**config.mk**
```make
export PLATFORM = sky130hd
export DESIGN_NAME = alu
export DESIGN_NICKNAME = d
export VERILOG_FILES = /design/src/rtl/alu.sv
export SDC_FILE = /design/constraint.sdc
export NUM_CORES = 1
export LEC_CHECK = 0
export BUFFER_PORTS_ARGS = -buffer_cell sky130_fd_sc_hd__buf_4
export CAP_MARGIN = 10
export CELL_PAD_IN_SITES_DETAIL_PLACEMENT = 1
export CELL_PAD_IN_SITES_GLOBAL_PLACEMENT = 1
export CORE_MARGIN = 3
export CORE_UTILIZATION = 40
export DETAILED_ROUTE_END_ITERATION = 10
export HOLD_SLACK_MARGIN = 0.06
export PLACE_DENSITY = 0.81
export SYNTH_ARGS = -nofsm -noshare
export SYNTH_HDL_FRONTEND = slang
export SYNTH_SLANG_ARGS = --single-unit
```
**constraint.sdc**
```tcl
create_clock -name clk -period 8.7 [get_ports clk]
set_input_delay 0.87 -clock clk [delete_from_list [all_inputs] [get_ports clk]]
set_output_delay 0.87 -clock clk [all_outputs]
set_load 0.05 [all_outputs]
```
**src/rtl/alu.sv**
```systemverilog
// Two-operand ALU: ADD, SUB, AND and NOT-B with registered result and Z/N/V flags.
// One-cycle latency; reset has priority over the load enable.
module alu #(
  parameter int WIDTH = 16
) (
  input  logic             clk,
  input  logic             reset,
  input  logic [WIDTH-1:0] Ain,
  input  logic [WIDTH-1:0] Bin,
  input  logic [1:0]       ALUop,
  input  logic             en,
  output logic [WIDTH-1:0] out,
  output logic             Z,
  output logic             N,
  output logic             V
);

  typedef enum logic [1:0] {
    OP_ADD = 2'b00,
    OP_SUB = 2'b01,
    OP_AND = 2'b10,
    OP_NOT = 2'b11
  } alu_op_t;

  // Signed overflow: operands entering the adder share a sign that the sum does not.
  function automatic logic adder_overflow(input logic a_msb, input logic b_msb,
                                          input logic r_msb);
    return (a_msb == b_msb) && (r_msb != a_msb);
  endfunction

  alu_op_t          op;
  logic             is_sub;
  logic [WIDTH-1:0] b_operand;
  logic [WIDTH-1:0] sum;
  logic [WIDTH-1:0] result;
  logic             ovf;

  assign op = alu_op_t'(ALUop);

  // Shared adder: subtraction is Ain + ~Bin + 1.
  always_comb begin
    is_sub    = (op == OP_SUB);
    b_operand = is_sub ? ~Bin : Bin;
    sum       = Ain + b_operand + {{(WIDTH-1){1'b0}}, is_sub};
  end

  // Result and overflow selection.
  always_comb begin
    result = {WIDTH{1'b0}};
    ovf    = 1'b0;
    case (op)
      OP_ADD: begin
        result = sum;
        ovf    = adder_overflow(Ain[WIDTH-1], b_operand[WIDTH-1], sum[WIDTH-1]);
      end
      OP_SUB: begin
        result = sum;
        ovf    = adder_overflow(Ain[WIDTH-1], b_operand[WIDTH-1], sum[WIDTH-1]);
      end
      OP_AND: begin
        result = Ain & Bin;
        ovf    = 1'b0;
      end
      OP_NOT: begin
        result = ~Bin;
        ovf    = 1'b0;
      end
      default: begin
        result = {WIDTH{1'b0}};
        ovf    = 1'b0;
      end
    endcase
  end

  // Result/flag registers; Z=1 at reset keeps flags consistent with out=0.
  always_ff @(posedge clk) begin
    if (reset) begin
      out <= {WIDTH{1'b0}};
      Z   <= 1'b1;
      N   <= 1'b0;
      V   <= 1'b0;
    end else if (en) begin
      out <= result;
      Z   <= (result == {WIDTH{1'b0}});
      N   <= result[WIDTH-1];
      V   <= ovf;
    end else begin
      out <= out;
      Z   <= Z;
      N   <= N;
      V   <= V;
    end
  end

endmodule

```
==> results of run 1 <==
==> stage by stage <==
step / instance area [um2] / hold slack, ps / worst slack (ps)
after detailed placement: 2620 / 460 / 3630
final: 2670 / 463 / 3890
after CTS: 2670 / 469 / 3880
after floorplan: 2190 / 684 / 4400
after global placement: 2620 / 451 / 3790
after global routing: 2670 / 499 / 3480
==> per-layer routing <==
| layer | up-vias | part of all wire |
|---|---|---|
| met5 | - | 0 |
| met3 | 8 | 0.040 |
| met1 | 1085 | 0.50 |
| met4 | 0 | 0.010 |
| met2 | 55 | 0.45 |
| li1 | 1172 | - |
==> power by group through the flow <==
stage                     clock network (mW)  registers [mW]  logic, mW
after floorplan                            0           0.121      0.118
after global placement                     0          0.0954      0.196
after detailed placement                   0          0.0957      0.201
after CTS                             0.0683          0.0939      0.201
after global routing                  0.0718          0.0946      0.222
final                                 0.0663          0.0939      0.202
==> kinds of logic after synthesis <==
family,Yosys count,share of synthesized area
AOI/OAI and AO/OA,82,0.262
xor gates and xnor gates,18,0.0721
adders and majority gates,19,0.112
buffers and inverters,23,0.0469
DFF,18,0.165
muxes,14,0.0646
and+or+nand+nor,119,0.277
==> area by class of cell <==
class                           count  area share
Multi-Input combinational cell    252       0.646
Timing Repair Buffer               55       0.155
Sequential cell                    18       0.135
Tap cell                           70      0.0328
Clock buffer                        4      0.0206
Inverter                            8      0.0112
==> worst max-delay path: cells and delay by family <==
kind | cells | cell delay (ps)
buffers and inverters | 3 | 660
AO/OA/AOI/OAI | 6 | 1230
XOR/XNOR | 1 | 420
AND/OR/NAND/NOR | 3 | 1330
adder cells (fa/ha/maj) | 1 | 450
==> registers in the layout, indices dropped and copies added (netlist names) <==
| name | cells |
|---|---|
| V | 1 |
| Z | 1 |
| out | 16 |
==> worst paths after layout <==
check	startpoint	depth (start not counted)	end
worst min register to register	out[12]	2	out[12]
worst max register to register	out[5]	2	out[5]
worst max-delay path	ALUop[1]	14	Z
worst min-delay path	out[12]	2	out[12]
==> cell usage after synthesis (8+ instances only) <==
| library cell | instances | area (um2) |
|---|---|---|
| mux2i_1 | 13 | 130 |
| nand2_1 | 29 | 109 |
| ha_1 | 18 | 225 |
| a21oi_1 | 18 | 90.1 |
| nor2_1 | 32 | 120 |
| dfxtp_1 | 18 | 360 |
| xnor2_1 | 17 | 149 |
| nand3b_1 | 8 | 60.1 |
| o21ai_0 | 17 | 85.1 |
| inv_1 | 8 | 30.0 |
| nand3_1 | 10 | 50.1 |
==> run_results.csv, run 1 <==
group,metric,value,unit
run_status,status,"completed",
logic_synthesis,synth_edf_count,0,
logic_synthesis,seq_area_frac_synth,0.165,
timing,tightest_slew,818,ps
final_layout,multi_input_area,1720,um2
logic_synthesis,async_flop_share,0,
pwr,switching_power,0.153,mW
critical_path,crit_slowest_cell,"nand2_1",
cts,h-tree-depth,1,
timing,period_needed,4810,ps
critical_path,slowest_delay,600,ps
place,io_buffers,55,
pwr,clkPwrFrac,0.183,
detailed_routing,drc,0,
logic_synthesis,yosysWarnings,0,
cts,cts_tree,"yes",
timing,hold_violations,0,
critical_path,ff2ff_setup_slack,7880,ps
cts,cts-root-buf,"clkbuf_8",
timing,max_freq,208,MHz
final_layout,layout_commonest_cell,"buf_4",
final_layout,syn_to_final_growth,22.1,%
timing,tns,0,ps
global_route,top_usage_layer,"met2",
cts,cts.clk_slew.worst_paths,60,ps
cts,clock_latency,250,ps
final_layout,seq_area,360,um2
die,pin_count,56,
global_route,grt.met2_usage,0.349,
cts,cts_hold_buf,0,
logic_synthesis,ys_seq_elements,18,
detailed_routing,viasPerCell,5.70,
detailed_routing,drtIter0Drc,61,
critical_path,worst_path_most_repeated_cell,"inv_1",
detailed_routing,firstDrtPassIters,4,
logic_synthesis,synthFlopType,"dfxtp_1",
detailed_routing,ant_nets,0,
final_layout,final_cell_mix,"55 x buf_4, 32 x nor2_1, 29 x nand2_1",
timing,rsz0062_at_grt,"false",
detailed_routing,vias,2320,
final_layout,fin_nets,394,
timing,skew,0,ps
final_layout,fin_util,0.513,
critical_path,cp.required,8870,ps
detailed_routing,routed_wl,6490,um
global_route,overflow,0,
final_layout,drive_gt1_frac,0.211,
global_route,grt.total_usage,0.211,
place,dp_hpwl,5260,um
timing,slew_headroom,0.453,
cts,post-cts-setup-buffer-count,0,
die,dieArea,6390,um2
global_route,use_met1,0.294,
logic_synthesis,syn_inst,293,
critical_path,crit_type,"in2reg",
logic_synthesis,synth_cell_types,57,
critical_path,start_kind,"input pin",
critical_path,worstPathArrival,4980,ps
pwr,p_per_area,135,nW/um2
global_route,grt_pass1_vias,2311,
cts,cts.sinks,18,
final_layout,n_antenna_cell,0,
final_layout,fillers,667,
cts,cts_inserted_buffers,3,
global_route,use_met3,0.0147,
global_route,grt_max_degree,34,
timing,post-route-period-util,0.553,
logic_synthesis,synth_nets,349,
logic_synthesis,syn-cell-area,2190,um2
pwr,p_sw_frac,0.422,
die,initial_core_util,0.420,
pwr,p_leak,1.15,nW
logic_synthesis,syn_area_per_cell,7.46,um2
place,gp_congestion,0.847,
run,maxCapViolCount,0,
final_layout,instances_no_fill,407,
critical_path,crit_chain,"buf_4, inv_1, nand2_1, xnor2_1, inv_1, fa_1, nand3b_1, a21oi_1, o41ai_1, a21bo_2, o32ai_1, a311oi_1, or4_1, o31ai_2",
die,num_rows,26,
pwr,p_total,0.362,mW
die,die_w,79.9,um
cts,cts.path.max_buffers,2,
pwr,pwr-share-seq,0.259,
worst_hold_path,hp-class,"reg2reg",
timing,slew_violations,0,
detailed_routing,wl_per_cell,15.9,um
pwr,power_frac_comb,0.557,
die,die_y,79.9,um
pwr,p_int,0.209,mW
timing,setup_viol,0,
place,placed_cells,403,
critical_path,end_kind,"register",
die,coreArea,5200,um2
global_route,antenna_found_initial,0,
critical_path,crit_path_max_fanout,33,
global_route,grt_pass1_wl,11000,um
pwr,ir_worst_vdd,0.0000830,V
cts,cts.repair.resized,0,
Note: power is estimated with default switching activity, not from simulation.
==> inputs of run 2 (changes only) <==
--- a/config.mk
+++ b/config.mk
@@ -10,10 +10,10 @@
 export CELL_PAD_IN_SITES_DETAIL_PLACEMENT = 1
 export CELL_PAD_IN_SITES_GLOBAL_PLACEMENT = 1
 export CORE_MARGIN = 3
-export CORE_UTILIZATION = 40
+export CORE_UTILIZATION = 39
 export DETAILED_ROUTE_END_ITERATION = 10
 export HOLD_SLACK_MARGIN = 0.06
-export PLACE_DENSITY = 0.81
+export PLACE_DENSITY = 0.79
 export SYNTH_ARGS = -nofsm -noshare
 export SYNTH_HDL_FRONTEND = slang
 export SYNTH_SLANG_ARGS = --single-unit
==> constraint.sdc (replaced) <==
create_clock -name clk -period 4.6 [get_ports clk]
set_input_delay 0.46 -clock clk [delete_from_list [all_inputs] [get_ports clk]]
set_output_delay 0.46 -clock clk [all_outputs]
set_load 0.05 [all_outputs]
==> run 2 against run 1 <==
Sequential power grew 90%. First-iteration DRC count rose by 23%. Non-clock buffer count grew 4. Combinational power up 92%. Global-route usage is 0.16 points higher.
==> run_results.csv, run 2 (synthesis results as in run 1) <==
group,metric,value,unit
run_status,status,"completed",
global_route,antenna_found_initial,0,
critical_path,start_kind,"input pin",
global_route,grt_pass1_wl,11000,um
pwr,p_sw_frac,0.425,
die,die_y,80.9,um
timing,tns,0,ps
critical_path,startpoint,"ALUop[1]",
cts,h-tree-depth,1,
pwr,p_leak,1.17,nW
final_layout,final_cell_mix,"59 x buf_4, 32 x nor2_1, 29 x nand2_1",
final_layout,top_register,"out",
run,maxCapViolCount,0,
critical_path,r2r-start,"out[5]",
detailed_routing,firstDrtPassIters,4,
global_route,overflow,0,
final_layout,n_antenna_cell,0,
timing,post-route-period-util,0.814,
timing,tightest_slew,608,ps
pwr,switching_power,0.294,mW
timing,max_freq,267,MHz
detailed_routing,wl_per_cell,16.4,um
place,io_buffers,55,
cts,cts.clk_slew.worst_paths,70,ps
final_layout,stdcell_area,2700,um2
final_layout,multi_input_area,1720,um2
timing,rsz0062_at_grt,"false",
die,initial_core_util,0.415,
final_layout,largestRegisters,"out x16, V x1, Z x1",
pwr,ir_worst_vdd,0.000133,V
cts,post-cts-setup-buffer-count,0,
final_layout,fillers,702,
cts,cts.path.max_buffers,2,
cts,cts_tree,"yes",
critical_path,worst_path_most_repeated_cell,"buf_4",
cts,cts-root-buf,"clkbuf_8",
detailed_routing,vias,2337,
cts,cts_hold_buf,0,
critical_path,worstPathArrival,3910,ps
cts,cts.sinks,18,
pwr,p_per_area,256,nW/um2
timing,slew_headroom,0.591,
pwr,power_frac_comb,0.559,
final_layout,syn_to_final_growth,23.5,%
critical_path,crit_slowest_cell,"o41ai_1",
timing,period_needed,3750,ps
timing,holdWs,474,ps
die,pin_count,56,
die,coreArea,5270,um2
final_layout,seq_area,360,um2
place,placed_area,2650,um2
pwr,clkPwrFrac,0.183,
critical_path,crit_chain,"buf_4, inv_1, nand2_1, buf_4, xnor2_1, ha_1, a21oi_1, nor2_1, o41ai_1, a22oi_1, o21ai_0, nand4_1, or4_1, o31ai_2",
final_layout,drive_gt1_frac,0.220,
critical_path,end_kind,"register",
worst_hold_path,worstHoldStart,"out[12]",
place,dp_hpwl,5320,um
detailed_routing,drtIter0Drc,75,
die,num_rows,26,
pwr,pwr-share-seq,0.258,
final_layout,largest_reg_flops,16,
global_route,grt_max_degree,33,
cts,cts_inserted_buffers,3,
die,dieArea,6540,um2
detailed_routing,ant_nets,0,
final_layout,fin_nets,398,
place,gp_congestion,0.836,
critical_path,crit_type,"in2reg",
timing,setup_viol,0,
global_route,grt_pass1_vias,2238,
detailed_routing,drc,0,
critical_path,slowest_delay,560,ps
critical_path,crit_path_max_fanout,10,
detailed_routing,viasPerCell,5.69,
cts,clock_latency,250,ps
timing,hold_violations,0,
timing,slew_violations,0,
die,die_w,80.9,um
worst_hold_path,hp-class,"reg2reg",
critical_path,cp.required,4770,ps
global_route,grt.total_usage,0.212,
timing,skew,0,ps
pwr,p_int,0.398,mW
detailed_routing,routed_wl,6750,um
final_layout,layout_commonest_cell,"buf_4",
cts,cts.repair.resized,0,
## run 2: cell count changes in the layout (fill, tap and decap cells not counted), sizes merged
cell	delta
buf	+4
## run 2: layout make-up
type                       instances  share of cell area
tap                               70              0.0324
clock buffer                       4              0.0204
sequential                        18               0.133
multi-input combinational        252               0.639
timing repair buffer              59               0.164
inverter                           8              0.0111
## run 2: per-layer routing
metal	vias up	track usage	routed length [um]
met5	-	0	0
met1	1109	0.306	3330
met4	0	0.0422	51
li1	1175	-	-
met3	6	0.0166	251
met2	47	0.346	3110
## run 2: power by group through the flow
stage / clock [mW] / sequential [mW] / combinational, mW
after global routing: 0.136 / 0.180 / 0.424
after floorplan: 0 / 0.228 / 0.223
final: 0.127 / 0.178 / 0.387
after global placement: 0 / 0.181 / 0.374
after detailed placement: 0 / 0.182 / 0.382
after CTS: 0.129 / 0.178 / 0.385
## run 2: final timing paths
path                                end  slack [ps]  depth (start not counted)
worst min-delay path            out[12]         470                          2
worst max-delay path                  Z         850                         14
worst max register to register   out[5]        3780                          2
worst min register to register  out[12]         470                          2
## run 2: stage by stage
stage	cells	utilization	power, mW	worst slack, ps
2_1_floorplan	293	-	0.452	713
3_3_place_gp	407	0.502	0.554	764
3_5_place_dp	407	0.502	0.564	612
4_1_cts	411	0.512	0.693	840
5_1_grt	411	0.512	0.740	565
6_report	411	0.512	0.692	854
## run 2: worst max-delay path, delay by kind of cell
kind	cells	cell delay, ps
buf+inv	3	500
simple gates	4	1090
compound gates	5	1350
fa+ha+maj	1	380
xor+xnor	1	130
